## src/rtl/ped_pkg.sv

```systemverilog
// ped_pkg: shared state encoding, lamp bit positions and phase-duration lookup
// for the pedestrian crossing controller.
package ped_pkg;

    typedef enum logic [2:0] {GREEN, YELLOW, ALLRED, WALK, CLEAR} state_t;

    localparam int unsigned L_GREEN  = 0;
    localparam int unsigned L_YELLOW = 1;
    localparam int unsigned L_RED    = 2;
    localparam int unsigned L_PGREEN = 3;
    localparam int unsigned L_PRED   = 4;
    localparam int unsigned LAMP_W   = 5;

    function automatic int unsigned state_dur(
        input state_t      s,
        input int unsigned t_green,
        input int unsigned t_yellow,
        input int unsigned t_allred,
        input int unsigned t_walk,
        input int unsigned t_clear
    );
        return s == GREEN  ? t_green  :
               s == YELLOW ? t_yellow :
               s == ALLRED ? t_allred :
               s == WALK   ? t_walk   : t_clear;
    endfunction

endpackage

```

## src/rtl/ped_button_debounce.sv

```systemverilog
// ped_button_debounce: 2-FF synchroniser, stability counter and one-cycle
// press pulse on each rising edge of the accepted button level.
module ped_button_debounce #(
    parameter int unsigned DEBOUNCE_CYCLES = 160000
) (
    input  logic clk,
    input  logic rst,
    input  logic raw_i,
    output logic press_o
);
    localparam int unsigned CNT_W = $clog2(DEBOUNCE_CYCLES + 1);
    localparam logic [CNT_W-1:0] LAST = CNT_W'(DEBOUNCE_CYCLES - 1);

    logic [1:0]       sync_q;
    logic [CNT_W-1:0] cnt_q, cnt_d;
    logic             stable_q, stable_d, dly_q, press_q;
    logic             diff;

    always_comb begin
        diff     = sync_q[1] != stable_q;
        cnt_d    = (diff && cnt_q != LAST) ? cnt_q + 1'b1 : '0;
        stable_d = (diff && cnt_q == LAST) ? sync_q[1] : stable_q;
    end

    always_ff @(posedge clk or posedge rst) begin
        if (rst) begin
            sync_q   <= '0;
            cnt_q    <= '0;
            stable_q <= 1'b0;
            dly_q    <= 1'b0;
            press_q  <= 1'b0;
        end else begin
            sync_q   <= {sync_q[0], raw_i};
            cnt_q    <= cnt_d;
            stable_q <= stable_d;
            dly_q    <= stable_q;
            press_q  <= stable_q & ~dly_q;
        end
    end

    assign press_o = press_q;

endmodule

```

## src/rtl/pedestrian_request_ctrl.sv

```systemverilog
// pedestrian_request_ctrl: push-button crossing controller with registered lamps.
// Define PED_BLINK_EN to blink ped_green during a transition-entered CLEAR.
module pedestrian_request_ctrl
    import ped_pkg::*;
#(
    parameter int unsigned TIMER_SCALE     = 16000000,
    parameter int unsigned T_GREEN_MIN     = 10,
    parameter int unsigned T_YELLOW        = 5,
    parameter int unsigned T_ALLRED        = 2,
    parameter int unsigned T_WALK          = 10,
    parameter int unsigned T_CLEAR         = 5,
    parameter int unsigned DEBOUNCE_CYCLES = 160000,
    parameter int unsigned SEC_W           = 8
) (
    input  logic pin3_clk_16mhz,
    input  logic rst,
    input  logic pin9_ped_button,
    output logic pin4_green,
    output logic pin5_yellow,
    output logic pin6_red,
    output logic pin7_ped_green,
    output logic pin8_ped_red,
    output logic pin10_wait
);
    localparam int unsigned PRE_W = TIMER_SCALE > 1 ? $clog2(TIMER_SCALE) : 1;
    localparam int unsigned T_MAX = 1 << SEC_W;

    if (T_GREEN_MIN < 1 || T_GREEN_MIN >= T_MAX || T_YELLOW < 1 || T_YELLOW >= T_MAX ||
        T_ALLRED < 1 || T_ALLRED >= T_MAX || T_WALK < 1 || T_WALK >= T_MAX ||
        T_CLEAR < 1 || T_CLEAR >= T_MAX) begin : g_bad_duration
        $error("pedestrian_request_ctrl: every T_* must lie in [1, 2**SEC_W)");
    end

    state_t            state_q, state_d;
    logic [PRE_W-1:0]  pre_q, pre_d;
    logic [SEC_W-1:0]  sec_q, sec_d;
    logic [LAMP_W-1:0] lamp_q, lamp_d;
    logic              req_q, req_d, req, press, tick, expired, entry;
`ifdef PED_BLINK_EN
    logic              blink_q, blink_d;
`endif

    ped_button_debounce #(.DEBOUNCE_CYCLES(DEBOUNCE_CYCLES)) u_button (
        .clk     (pin3_clk_16mhz),
        .rst     (rst),
        .raw_i   (pin9_ped_button),
        .press_o (press)
    );

    // Expiry looks one tick ahead so each phase spans exactly T*TIMER_SCALE cycles.
    always_comb begin
        tick    = pre_q == PRE_W'(TIMER_SCALE - 1);
        expired = sec_q == '0 || (sec_q == SEC_W'(1) && tick);
        req     = req_q | (press & (state_q != WALK));
        state_d = !expired          ? state_q :
                  state_q == GREEN  ? (req ? YELLOW : GREEN) :
                  state_q == YELLOW ? ALLRED :
                  state_q == ALLRED ? WALK :
                  state_q == WALK   ? CLEAR : GREEN;
        entry   = state_d != state_q;
        pre_d   = (entry || tick) ? '0 : pre_q + 1'b1;
        sec_d   = entry ? SEC_W'(state_dur(state_d, T_GREEN_MIN, T_YELLOW, T_ALLRED, T_WALK, T_CLEAR)) :
                  (tick && sec_q != '0) ? sec_q - 1'b1 : sec_q;
        req_d   = (entry && state_d == WALK) ? 1'b0 : req;
        lamp_d           = '0;
        lamp_d[L_GREEN]  = state_d == GREEN;
        lamp_d[L_YELLOW] = state_d == YELLOW;
        lamp_d[L_RED]    = state_d != GREEN && state_d != YELLOW;
`ifdef PED_BLINK_EN
        blink_d          = entry ? state_d == CLEAR : blink_q;
        lamp_d[L_PGREEN] = state_d == WALK || (blink_d && pre_d < PRE_W'(TIMER_SCALE / 2));
        lamp_d[L_PRED]   = state_d != WALK && !blink_d;
`else
        lamp_d[L_PGREEN] = state_d == WALK;
        lamp_d[L_PRED]   = state_d != WALK;
`endif
    end

    always_ff @(posedge pin3_clk_16mhz or posedge rst) begin
        if (rst) begin
            state_q        <= CLEAR;
            pre_q          <= '0;
            sec_q          <= SEC_W'(T_CLEAR);
            req_q          <= 1'b0;
            lamp_q         <= '0;
            lamp_q[L_RED]  <= 1'b1;
            lamp_q[L_PRED] <= 1'b1;
`ifdef PED_BLINK_EN
            blink_q        <= 1'b0;
`endif
        end else begin
            state_q <= state_d;
            pre_q   <= pre_d;
            sec_q   <= sec_d;
            req_q   <= req_d;
            lamp_q  <= lamp_d;
`ifdef PED_BLINK_EN
            blink_q <= blink_d;
`endif
        end
    end

    assign pin4_green     = lamp_q[L_GREEN];
    assign pin5_yellow    = lamp_q[L_YELLOW];
    assign pin6_red       = lamp_q[L_RED];
    assign pin7_ped_green = lamp_q[L_PGREEN];
    assign pin8_ped_red   = lamp_q[L_PRED];
    assign pin10_wait     = req_q;

endmodule

```

## config.mk

```make
export PLATFORM = sky130hd
export DESIGN_NAME = pedestrian_request_ctrl
export DESIGN_NICKNAME = d
export VERILOG_FILES = /design/src/rtl/ped_pkg.sv /design/src/rtl/ped_button_debounce.sv /design/src/rtl/pedestrian_request_ctrl.sv
export SDC_FILE = /design/constraint.sdc
export NUM_CORES = 1
export LEC_CHECK = 0
export CAP_MARGIN = 40
export CORE_AREA = 2 2 80 82
export CTS_CLUSTER_DIAMETER = 120
export DETAILED_ROUTE_END_ITERATION = 12
export DIE_AREA = 0 0 82 84
export PLACE_DENSITY_LB_ADDON = 0.25
export SYNTH_ARGS = -nofsm -noshare
export SYNTH_HDL_FRONTEND = slang
export SYNTH_HIERARCHICAL = 1
export SYNTH_SLANG_ARGS = --single-unit
export TNS_END_PERCENT = 1
```

## constraint.sdc

```tcl
create_clock -name pin3_clk_16mhz -period 4.9 [get_ports pin3_clk_16mhz]
set_input_delay 0.98 -clock pin3_clk_16mhz [delete_from_list [all_inputs] [get_ports pin3_clk_16mhz]]
set_output_delay 0.98 -clock pin3_clk_16mhz [all_outputs]
set_load 0.02 [all_outputs]
```

==> metrics.yaml <==
status:
  outcome: "complete, no violations"
die:
  die_y_um: 84
  start_util_pct: 53.0
  io_pins: 9
  dieArea_um2: 6890
  row_count: 29
  core_area_um2: 6100
  die-width_um: 82
sta:
  finalHoldViolations: 0
  final.setup.worst_slack_ns: 2.43
  max_freq_mhz: 405
  rsz0062_at_grt: "false"
  fin_tns_setup_ns: 0
  fin_worst_skew_ns: 0.0118
  finalSetupViolations: 0
  min_period_ns: 2.47
  max_slew.worst_pin.slew_ns: 0.867
  finalMaxSlewViolations: 0
  fin_crit_sh_pct: 50.4
  slew_headroom_pct: 42.2
clock_tree:
  clock_path_buffers: 2
  cts_tree: "built"
  cts.sinks: 64
  cts-root-buf: "clkbuf_8"
  ctsHoldBuffers: 0
  post_cts_buffers: 0
  cts_made_buffers: 9
  htree_levels: 3
  cts_resized: 0
  clk_pin_slew_worst_paths_ns: 0.08
  clkLatencyLatePin_ns: 0.34
placed_design:
  place_ws_ns: 2.40
  dp_hpwl_mm: 3.64
  io_buffers: 8
  gp_congestion: 0.824
power:
  seqPwrFrac_pct: 48.3
  p_sw_share_pct: 20.6
  p_int_mw: 0.876
  power_frac_comb_pct: 1.9
  p_per_area_nw_per_um2: 305
  peakVddDrop_uv: 281
  p_sw_mw: 0.228
  p_leak_nw: 1.56
  clkPwrFrac_pct: 49.7
synthesis:
  ys_seq_area_share_pct: 49.7
  async_flop_share_pct: 100
  ys_ff_latch: 64
  syn_avg_cell_area_um2: 9.71
  synth_edf_count: 0
  synth_top_area_share_pct: 45.7
  netlist_instances: 333
  ys.flop_type: "dfrtp_1"
  yosys_warnings: 6
  synth_area_leader_cell: "dfrtp_1"
  synth_fp_nets: 341
  netlist-cell-type-count: 51
  syn_area_um2: 3230
  synth_area_leaders: "dfrtp_1, nor2_1, xnor2_1, xor2_1, dfstp_2"
drt:
  viasPerCell: 5.47
  antenna_left: 0
  dr.first_iter.drc_count: 184
  route.vias.total: 2308
  drc: 0
  dr.pass1.iters: 4
  wire_per_inst_um: 13.0
  routed_wl_mm: 5.50
cells_and_area:
  drive_gt1_share_pct: 9.86
  n_antenna_cell: 0
  area_delta_synth_final_pct: 11.8
  nets: 348
worst_hold_path:
  hold_start: "u_button/sync_q[0]$_DFF_PP0_"
  min_path_cells: 0
  hold_path_class: "reg -> reg"
worst_setup_path:
  rr_worst_depth: 6
  rrSetupSlack_ns: 2.43
  cp.arrival_ns: 2.66
  r2r_start: "pre_q[0]$_DFF_PP0_"
  end_kind: "register"
  critPathRequiredTime_ns: 5.09
  criticalPathCategory: "reg -> reg"
  crit_start: "pre_q[0]$_DFF_PP0_"
  endpoint: "pre_q[9]$_DFF_PP0_"
  rr_endpoint: "pre_q[9]$_DFF_PP0_"
  start_kind: "register"
  path_max_fanout: 24
grt:
  grt_max_degree: 42
  track_usage_pct: 18.5
  grt_antenna_before_repair: 0
  grt_pass1_vias: 2174
  grt_pass1_wl_mm: 9.91
  grt_overflow: 0
run:
  max-cap-violations: 0
cells by family (layout without fill, tap and decap cells):
| group | Yosys count | after routing | share of synthesized area [%] |
|---|---|---|---|
| AO/OA/AOI/OAI | 37 | 37 | 7.70 |
| XOR/XNOR | 41 | 41 | 11.1 |
| adder cells (fa/ha/maj) | 5 | 5 | 1.94 |
| buffers and inverters | 29 | 41 | 3.99 |
| flip-flops | 64 | 64 | 49.7 |
| multiplexers | 2 | 2 | 0.658 |
| AND/OR/NAND/NOR | 155 | 155 | 24.9 |
cell usage after synthesis (all sizes together), types with 2 or more instances:
master / count
dfstp: 5
a21oi: 7
dfrtp: 59
nand3: 21
nor4: 10
xnor2: 21
nand2: 23
clkbuf: 5
and4: 3
nor4b: 2
nand2b: 2
ha: 5
o21ai: 10
nor3: 9
a31oi: 2
nand4: 10
buf: 9
a22o: 2
o31ai: 4
nor2: 59
a21o: 2
a211oi: 2
xor2: 20
or3: 2
nor2b: 3
and3: 6
or3b: 2
o211ai: 3
inv: 15
state kept, by name (all words and copies together) (netlist names):
register / flops
pre_q: 24
u_button/cnt_q: 18
sec_q: 8
lamp_q: 5
state_q: 3
u_button/sync_q: 2
pin10_wait: 1
u_button/dly_q: 1
u_button/press_o: 1
u_button/stable_q: 1
power groups by stage:
stage	logic (mW)	clock network [mW]	registers [mW]
2_1_floorplan	0.0137	0	0.543
3_3_place_gp	0.0194	0	0.544
3_5_place_dp	0.0226	0	0.544
4_1_cts	0.0226	0.567	0.534
5_1_grt	0.0249	0.585	0.534
6_report	0.0213	0.549	0.534
critical path, cell delays in order (launching register included):
cell	delay (ns)
dfrtp_1	0.39
ha_1	0.22
and4_1	0.24
and3_1	0.29
and4_4	0.35
nand2b_1	0.70
nor2_1	0.13
layout make-up:
cell class	count	area, um^2
fill	506	2480
clock buffer	9	124
clock inverter	7	120
multi-input combinational	240	1500
tap	77	96.3
inverter	15	56.3
timing repair buffer	10	115
sequential	64	1610
metrics by stage:
| step | power [mW] | std cells | hold WS [ns] | instance area, um^2 | util [%] |
|---|---|---|---|---|---|
| finish | 1.10 | 422 | 0.351 | 3610 | 59.3 |
| global route | 1.14 | 422 | 0.364 | 3610 | 59.3 |
| CTS | 1.12 | 422 | 0.353 | 3610 | 59.3 |
| detailed placement | 0.566 | 406 | 0.335 | 3370 | 55.3 |
| global placement | 0.563 | 405 | 0.333 | 3340 | 54.8 |
| floorplan | 0.557 | 333 | 0.331 | 3230 | - |
cells in the final DEF (no fill, tap or decap), types with 2 or more instances in the layout:
cell type / instances
a21o_1: 2
a21oi_1: 6
a22o_1: 2
a31oi_1: 2
and3_1: 6
and4_1: 2
bufinv_16: 3
clkbuf_8: 9
clkdlybuf4s50_1: 8
clkinv_4: 2
dfrtp_1: 59
dfstp_2: 5
ha_1: 5
inv_1: 15
nand2_1: 23
nand2b_1: 2
nand3_1: 20
nand4_1: 8
nor2_1: 59
nor2b_1: 3
nor3_1: 9
nor4_1: 9
o211ai_1: 3
o21ai_0: 10
o31ai_1: 4
xnor2_1: 21
xor2_1: 20
metal layers:
layer  global-route usage (%)  wire length [um]  vias up
met5                        0                 0        -
met4                     9.09               106        0
met3                     3.90               160       10
met2                     28.7              2660       28
met1                     24.3              2570     1118
li1                         -                 -     1152
how the worst min path moves through the flow:
stage / slack [ns] / endpoint
global placement: 0.33 / u_button/sync_q[1]$_DFF_PP0_
CTS: 0.35 / u_button/sync_q[1]$_DFF_PP0_
floorplan: 0.33 / u_button/sync_q[1]$_DFF_PP0_
global route: 0.36 / u_button/sync_q[1]$_DFF_PP0_
finish: 0.35 / u_button/sync_q[1]$_DFF_PP0_
detailed placement: 0.33 / u_button/sync_q[1]$_DFF_PP0_
(Power assumes the default switching activity.)
